--- src/rtl/reg_bank_arbiter.sv ---
// reg_bank_arbiter: 4-way round-robin arbiter guarding one shared WIDTH-bit register.
// Optional hold-timeout revoke is enabled by defining REG_BANK_ARBITER_TIMEOUT_EN.
module reg_bank_arbiter #(
    parameter int WIDTH    = 8,
    parameter int MAX_HOLD = 15
) (
    input  logic               clk,
    input  logic               rst,
    input  logic [3:0]         req,
    input  logic [3:0]         we,
    input  logic [4*WIDTH-1:0] wdata,
    output logic [3:0]         gnt,
    output logic [1:0]         owner,
    output logic               busy,
    output logic [WIDTH-1:0]   q,
    output logic               timeout_o
);
`ifdef REG_BANK_ARBITER_TIMEOUT_EN
    typedef enum logic [1:0] {IDLE, BUSY, REVOKE} state_t;
    logic [7:0] count_q, count_d;
    logic       excl_q, excl_d;
    logic       timeout_q, timeout_d;
`else
    typedef enum logic [1:0] {IDLE, BUSY} state_t;
`endif
    state_t           state_q, state_d;
    logic [3:0]       gnt_q, gnt_d;
    logic [1:0]       owner_q, owner_d;
    logic [1:0]       last_ptr_q, last_ptr_d;
    logic             busy_q, busy_d;
    logic [WIDTH-1:0] q_q, q_d;
    logic [3:0]       cand;
    logic [1:0]       idx;
    logic [1:0]       pick;
    logic             found;

    // State register; reset leaves last_ptr=3 so requester 0 wins first
    always_ff @(posedge clk or posedge rst) begin
        if (rst) begin
            state_q    <= IDLE;
            gnt_q      <= '0;
            owner_q    <= '0;
            last_ptr_q <= 2'd3;
            busy_q     <= 1'b0;
            q_q        <= '0;
`ifdef REG_BANK_ARBITER_TIMEOUT_EN
            count_q    <= '0;
            excl_q     <= 1'b0;
            timeout_q  <= 1'b0;
`endif
        end else begin
            state_q    <= state_d;
            gnt_q      <= gnt_d;
            owner_q    <= owner_d;
            last_ptr_q <= last_ptr_d;
            busy_q     <= busy_d;
            q_q        <= q_d;
`ifdef REG_BANK_ARBITER_TIMEOUT_EN
            count_q    <= count_d;
            excl_q     <= excl_d;
            timeout_q  <= timeout_d;
`endif
        end
    end

    // Round-robin search starting just above last_ptr; a revoked owner sits out one arbitration
    always_comb begin
`ifdef REG_BANK_ARBITER_TIMEOUT_EN
        cand = req & ~(excl_q ? (4'b0001 << last_ptr_q) : 4'b0000);
`else
        cand = req;
`endif
        pick  = last_ptr_q;
        found = 1'b0;
        idx   = last_ptr_q;
        for (int i = 1; i <= 4; i++) begin
            idx = last_ptr_q + 2'(i);
            if (!found && cand[idx]) begin
                pick  = idx;
                found = 1'b1;
            end
        end
    end

    // Next-state logic; release beats a write sampled on the same edge
    always_comb begin
        state_d    = state_q;
        gnt_d      = gnt_q;
        owner_d    = owner_q;
        last_ptr_d = last_ptr_q;
        busy_d     = busy_q;
        q_d        = q_q;
`ifdef REG_BANK_ARBITER_TIMEOUT_EN
        count_d    = count_q;
        excl_d     = excl_q;
        timeout_d  = 1'b0;
`endif
        case (state_q)
            IDLE: begin
`ifdef REG_BANK_ARBITER_TIMEOUT_EN
                excl_d  = 1'b0;
                count_d = '0;
`endif
                if (found) begin
                    state_d = BUSY;
                    owner_d = pick;
                    gnt_d   = 4'b0001 << pick;
                    busy_d  = 1'b1;
                end
            end
            BUSY: begin
                if (!req[owner_q]) begin
                    state_d    = IDLE;
                    gnt_d      = '0;
                    busy_d     = 1'b0;
                    last_ptr_d = owner_q;
`ifdef REG_BANK_ARBITER_TIMEOUT_EN
                end else if (count_q == 8'(MAX_HOLD - 1)) begin
                    state_d    = REVOKE;
                    gnt_d      = '0;
                    busy_d     = 1'b0;
                    last_ptr_d = owner_q;
                    excl_d     = 1'b1;
                    timeout_d  = 1'b1;
`endif
                end else begin
`ifdef REG_BANK_ARBITER_TIMEOUT_EN
                    count_d = count_q + 8'd1;
`endif
                    if (we[owner_q]) q_d = wdata[owner_q*WIDTH +: WIDTH];
                end
            end
            default: state_d = IDLE;
        endcase
    end

    // Outputs come straight from flops
    always_comb begin
        gnt   = gnt_q;
        owner = owner_q;
        busy  = busy_q;
        q     = q_q;
`ifdef REG_BANK_ARBITER_TIMEOUT_EN
        timeout_o = timeout_q;
`else
        timeout_o = 1'b0;
`endif
    end
endmodule

--- config.mk ---
export PLATFORM = sky130hd
export DESIGN_NAME = reg_bank_arbiter
export DESIGN_NICKNAME = d
export VERILOG_FILES = /design/src/rtl/reg_bank_arbiter.sv
export SDC_FILE = /design/constraint.sdc
export NUM_CORES = 1
export LEC_CHECK = 0
export ABC_AREA = 1
export CAP_MARGIN = 20
export CORE_AREA = 2 2 55 68
export CTS_BUF_LIST = sky130_fd_sc_hd__clkbuf_8
export DETAILED_ROUTE_END_ITERATION = 12
export DIE_AREA = 0 0 57 70
export PLACE_DENSITY = 0.91
export SLEW_MARGIN = 10
export SYNTH_ARGS = -nofsm -noshare
export SYNTH_HDL_FRONTEND = slang
export SYNTH_SLANG_ARGS = --single-unit
--- constraint.sdc ---
create_clock -name clk -period 2.21 [get_ports clk]
set_clock_uncertainty 0.1 [all_clocks]
set_input_delay 0.221 -clock clk [delete_from_list [all_inputs] [get_ports clk]]
set_output_delay 0.221 -clock clk [all_outputs]
set_load 0.05 [all_outputs]
Yosys cells after proc, flatten, opt, wreduce, memory -nomap -nowiden:

Index checks and enable logic that the tools add are counted.

* bits in registers: 19
* input bits: 42
* output and inout port bits: 16
* word-level logic and storage cells: 62

* add/subtract/negate cells: 3
* $lt $le $gt $ge: 5
* equal/unequal tests: 3
* shifts and indexed selects: 2
* multiplexer cells: 29
* bitwise gates (word level): 1
* reductions and logical operators: 13

Operators with widths (count)
* 32-bit by 6-bit variable part select with 8-bit output: 1
* 2-bit by 3-bit less-than comparator with 1-bit output, second input constant: 5
* 1-bit binary-select mux with 2-bit select: 6
* 1-bit 2-to-1 mux: 12
* 2-bit 2-to-1 mux: 6
* 4-bit 2-to-1 mux: 2
* 4-bit one-hot mux with 2 select lines: 1
* 2-bit AND reduction: 3
* 3-bit AND reduction: 2
* 2-bit adder, second input constant: 2
* 2-bit != test, second input constant: 2
* 2-bit one-hot mux with 2 select lines: 1
* 1-bit by 2-bit << shifter with 4-bit output, first input constant: 1
* 1-bit logical AND: 3
* 1-bit zero test: 3
* 2-bit by 1-bit adder with 2-bit output, second input constant: 1
* 2-bit by 1-bit equality test with 1-bit output, second input constant: 1
* 2-bit zero test: 1
* 1-bit one-hot mux with 2 select lines: 1
* 2-bit nonzero test: 1
* 1-bit inverter: 1

Logic depth before layout (Yosys ltp):

Gate-level depths: netlist (run 1).

* word-level depth: 16
* gate-level depth with buffers: 13

Least setup slack after synthesis (run 1):

No wires, ideal clock.

* path kind: reg-to-reg
* from: reg owner_q[1], in the netlist owner[1]
* to: reg q_q[0], in the netlist q[0]
* library setup time: 120 ps
* data arrival time: 1625 ps
* required time: 1990 ps
* slack: 366 ps
* cell stages (with the launch flop): 8
* period minus slack after synthesis: 1844 ps
* cells stage by stage: dfrtp_1 > buf_2 > o21ai_0 > o22ai_2 > nand4_2 > buf_6 > nand2_1 > o21ai_2

* word-level cells in the longest chain between the ends: 3
* elaborated cells between the ends (all ways): 6
* classes of those cells: shift (1); mux (4); reduce/logical (1)

RTL lines
* from (decl): RTL line 28 `logic [1:0] owner_q, owner_d;`
* from (signal assigned): RTL line 54 `owner_q <= owner_d;`
* parallel branches: the longest is 3 deep, another holds 32-bit by 6-bit variable part select with 8-bit output
* to (signal assigned): RTL line 57 `q_q <= q_d;`
* to (decl): RTL line 31 `logic [WIDTH-1:0] q_q, q_d;`

Parallel ways; which one is timed is not known. The select of a mux whose other input is x is not followed.
A chain may end at the register's enable or synchronous reset.

Worst setup path after layout (run 1):

* from: reg last_ptr_q[0]
* to: reg gnt_q[1], in the netlist gnt[1]

* word-level cells in the longest chain between the ends: 16
* elaborated cells between the ends (all ways): 30
* classes of those cells: add/sub (3); eq/ne (1); shift (1); mux (18); reduce/logical (7)

RTL lines
* from (decl): RTL line 29 `logic [1:0] last_ptr_q, last_ptr_d;`
* from (signal assigned): RTL line 55 `last_ptr_q <= last_ptr_d;`
* 2-bit by 1-bit adder with 2-bit output: RTL line 77 `idx = last_ptr_q + 2'(i);`
* 1-bit binary-select mux with 2-bit select: RTL line 78 `if (!found && cand[idx]) begin`
* 1-bit 2-to-1 mux (not written as such): RTL line 78
* 1-bit 2-to-1 mux: RTL line 78
* 1-bit zero test: RTL line 78
* 1-bit logical AND: RTL line 78
* 1-bit 2-to-1 mux: RTL line 78
* 1-bit zero test: RTL line 78
* 1-bit logical AND: RTL line 78
* 1-bit 2-to-1 mux: RTL line 78
* 1-bit zero test: RTL line 78
* 1-bit logical AND: RTL line 78
* 2-bit 2-to-1 mux: RTL line 78
* 1-bit by 2-bit << shifter with 4-bit output: RTL line 107 `gnt_d = 4'b0001 << pick;`
* 4-bit 2-to-1 mux: RTL line 104 `if (found) begin`
* 4-bit one-hot mux with 2 select lines: RTL line 98 `case (state_q)`
* to (signal assigned): RTL line 53 `gnt_q <= gnt_d;`
* to (decl): RTL line 27 `logic [3:0] gnt_q, gnt_d;`

Parallel ways exist; a longest one is shown, timed or not. The select of a mux whose other input is x is not followed.

==> summary.md, run 1 <==
| Metric | Value |
|---|---|
| Pwr/cell area | about 1600 nW/um2 |
| Global route overflow | 0 |
| Slowest stage delay, CP | about 0.68 ns |
| DRT Pass-1 Iters | 4 |
| Min Tclk post-route | 1.92 ns |
| Die X | 57 um |
| Compound-Gate Fraction of Synth Area | 0.188 |
| Critical Path Fanout Max | 11 |
| Top-area cell type share of the netlist area | 0.266 |
| Mux cell area share after synthesis | 0 |
| Final Net Count | roughly 300 |
| DIE HEIGHT | ~70 um |
| Vias in the first global route | ~1500 |
| Largest family of logic cells by synthesized area | simple AND/OR/NAND/NOR gates |
| Row count | 24 |
| CP max stage cell | dfstp_2 |
| DR WL/cell | approximately 13 um |
| Most common library cell in the layout ignoring fill and taps | clkdlybuf4s50_1 |
| Synth area leaders | dfrtp_1, nand2_1, o21ai_0 |
| Setup TNS | 0 ns |
| CP Class | reg -> reg |
| R2r endpoint | gnt[1] |
| Via Count | between 1000 and 1500 |
| Synthesized Nets | ~240 |
| Postcts setup bufs | 0 |
| Share of cells above drive strength 1 | 0.192 |
| CTS hold repair buffers | 0 |
| Final WL | 3680 um |
| Final Cycle Share | 0.867 |
| Most frequent cells in the layout | clkdlybuf4s50_1, nand2_1, o21ai_0, nor2_1 |
| Overall Global Routing Usage | 0.197 |
| CP cell instances | inv_2, nand2_1, nand2_4, nand2_4, nand2_4, nor2_4, nand3_2, nand2_4, nor2_2, nand2_1, nand2_1 |
| FF+latch count, synth | 17 |
| Lkg Pwr | between 0.9 and 1 nW |
| R2r setup slk | 0.29 ns |
| Cells after Synth | 202 |
| Setup crit end kind | register |
| GPL Wtd Cong | roughly 0.88 |
| Crit path top cell by count | nand2_4 |
| R2r worst-path depth | 11 |
| Die area | around 4000 um2 |
| N_diodes | 0 |
| XOR/XNOR share of the synthesized area | 0 |
| CTS Buf Count | 3 |
| CTS tree | yes |
| First-pass GRT wire length | roughly 6300 um |
| Pin count of the biggest net entering global routing | 21 |
| Post-CTS Resized | 0 |
| Cell total after placement | 290 |
| Crit path DAT | 1.96 ns |
| RSZ-0062 raised after global routing | no |
| Run status | completed |
| Clk_lat worst skew | approximately 0.24 ns |
| Buffers added on ports | 56 |
| Synth Area in Adders | 0 |
| H-tree lvl count | 1 |
| Biggest area consumer among synthesized cells | dfrtp_1 |
| P&R area growth vs syn | 42.5% |
| Number of fill cells | ~320 |
| Core area | 3420 um2 |
| Initial Utilization | 0.412 |
| Final slew viol count | 0 |
| Peak supply drop | between 0.001 and 0.0015 V |
| Register area share after synthesis | 0.303 |
| Simple-Gate Fraction of Synth Area | 0.398 |
| Vias/cell | about 5 |
| # IOs | 58 |
| Setup violations, final | 0 |
| Final hold viol count | 0 |
| MaxCap Viol Count | 0 |
| Yosys warns | 0 |
| DRT iter0 DRCs | between 40 and 50 |
| Clk buf depth | 2 |
| Cell Area, Synth | ~1400 um2 |
| Worst slew margin | 0.576 |
| Final ANT Viol Nets | 0 |
| Hold Crit Class | in -> async |
| Drt drc | 0 |
| RR Startpoint | last_ptr_q[0] |
| Root Driver | clkbuf_8 |
| CTS clock-pin slew for the worst setup and hold paths | 0.06 ns |
| Finished Layout Cells | a little under 300 |
| # clock sinks | 17 |
| DP Wirelength | just under 3000 um |
| Slew @ Worst Pin | 0.635 ns |
| CP required | roughly 2.3 ns |
| Fmax achieved | 0.522 GHz |
| Yosys cell types | 26 |
| Avg Inst Size Synth | around 7 um2 |
| CP Launch Type | register |
| Initial antenna violation count | 0 |
how the worst max path moves through the flow:
stage,from,endpoint,cells after the start
after floorplan,owner[1],q[0],7
after global placement,last_ptr_q[0],gnt[1],11
after detailed placement,last_ptr_q[0],gnt[1],11
after CTS,owner[1],owner[1],1
after global routing,owner[0],q[1],7
final,last_ptr_q[0],gnt[1],11
state kept, by name (all words and copies together), names as in the netlist:
| signal | cells |
|---|---|
| last_ptr_q | 2 |
| busy | 1 |
| gnt | 4 |
| owner | 2 |
| q | 8 |
routing by layer:
metal / track usage / vias to the layer above / wire length [um]
met4: 0.0594 / 0 / 15
met2: 0.355 / 47 / 1990
met5: 0 / - / 0
met1: 0.234 / 684 / 1460
met3: 0.0333 / 2 / 220
li1: - / 756 / -
synthesized netlist by cell type:
cell type,count
o22ai_1,8
nand3_2,1
nor2_1,20
nand2_1,53
a21oi_1,1
inv_4,1
buf_6,3
inv_2,5
clkbuf_1,1
buf_4,3
nand3_1,13
nand2_2,11
o21bai_1,1
buf_2,3
o22ai_2,1
nor2_2,2
inv_1,14
o21ai_0,24
nor2_4,2
conb_1,1
o21ai_2,8
dfrtp_1,15
nand4_2,1
nand2_4,7
dfstp_2,2
nand3_4,1
power by group:
group	leakage [nW]	switching (W)	internal, W
logic	0.711	0.00155	0.000806
clock network	0.0269	0.0000985	0.000123
registers	0.209	0.000182	0.000473
logic make-up after synthesis:
group	after synthesis
AO/OA/AOI/OAI	43
buffers and inverters	30
flip-flops	17
AND/OR/NAND/NOR	111
other	1
area by class of cell:
type,instances,area [um2],share of cell area
Clock buffer,3,41.3,0.0205
Multi-Input combinational cell,155,831,0.413
Tap cell,39,48.8,0.0243
Clock inverter,1,3.75,0.00187
Inverter,20,77.6,0.0386
Sequential cell,17,428,0.213
Timing Repair Buffer,59,581,0.289
worst max-delay path: cells and delay by family, from the launching register on:
kind,cells,cell delay [ns]
simple gates,10,0.88
buf+inv,1,0.14
flops,1,0.68
metrics by stage:
step	power, W	utilization	hold WS (ns)	cell area [um2]	setup WS (ns)
final	0.00323	0.587	0.254	2010	0.293
after global routing	0.00352	0.587	0.325	2010	0.130
after CTS	0.00325	0.587	0.269	2010	0.286
after detailed placement	0.00302	0.574	0.376	1970	0.323
after global placement	0.00297	0.574	0.365	1970	0.337
after floorplan	0.00247	-	0.0456	1410	0.366
(Power assumes the default switching activity.)
==> run 2: changes to the inputs <==
--- a/config.mk
+++ b/config.mk
@@ -12,6 +12,7 @@
 export DETAILED_ROUTE_END_ITERATION = 12
 export DIE_AREA = 0 0 57 70
 export PLACE_DENSITY = 0.91
+export SKIP_LAST_GASP = 1
 export SLEW_MARGIN = 10
 export SYNTH_ARGS = -nofsm -noshare
 export SYNTH_HDL_FRONTEND = slang
==> results of run 2 <==
Final layout, timing and power as in run 1 (identical DEF).
==> run 3: changes to the inputs <==
--- a/config.mk
+++ b/config.mk
@@ -9,11 +9,11 @@
 export CAP_MARGIN = 20
 export CORE_AREA = 2 2 55 68
 export CTS_BUF_LIST = sky130_fd_sc_hd__clkbuf_8
+export CTS_CLUSTER_SIZE = 14
 export DETAILED_ROUTE_END_ITERATION = 12
 export DIE_AREA = 0 0 57 70
 export PLACE_DENSITY = 0.91
 export SKIP_LAST_GASP = 1
-export SLEW_MARGIN = 10
 export SYNTH_ARGS = -nofsm -noshare
 export SYNTH_HDL_FRONTEND = slang
 export SYNTH_SLANG_ARGS = --single-unit
==> results of run 3 <==
Final layout, timing and power as in run 1 (identical DEF).
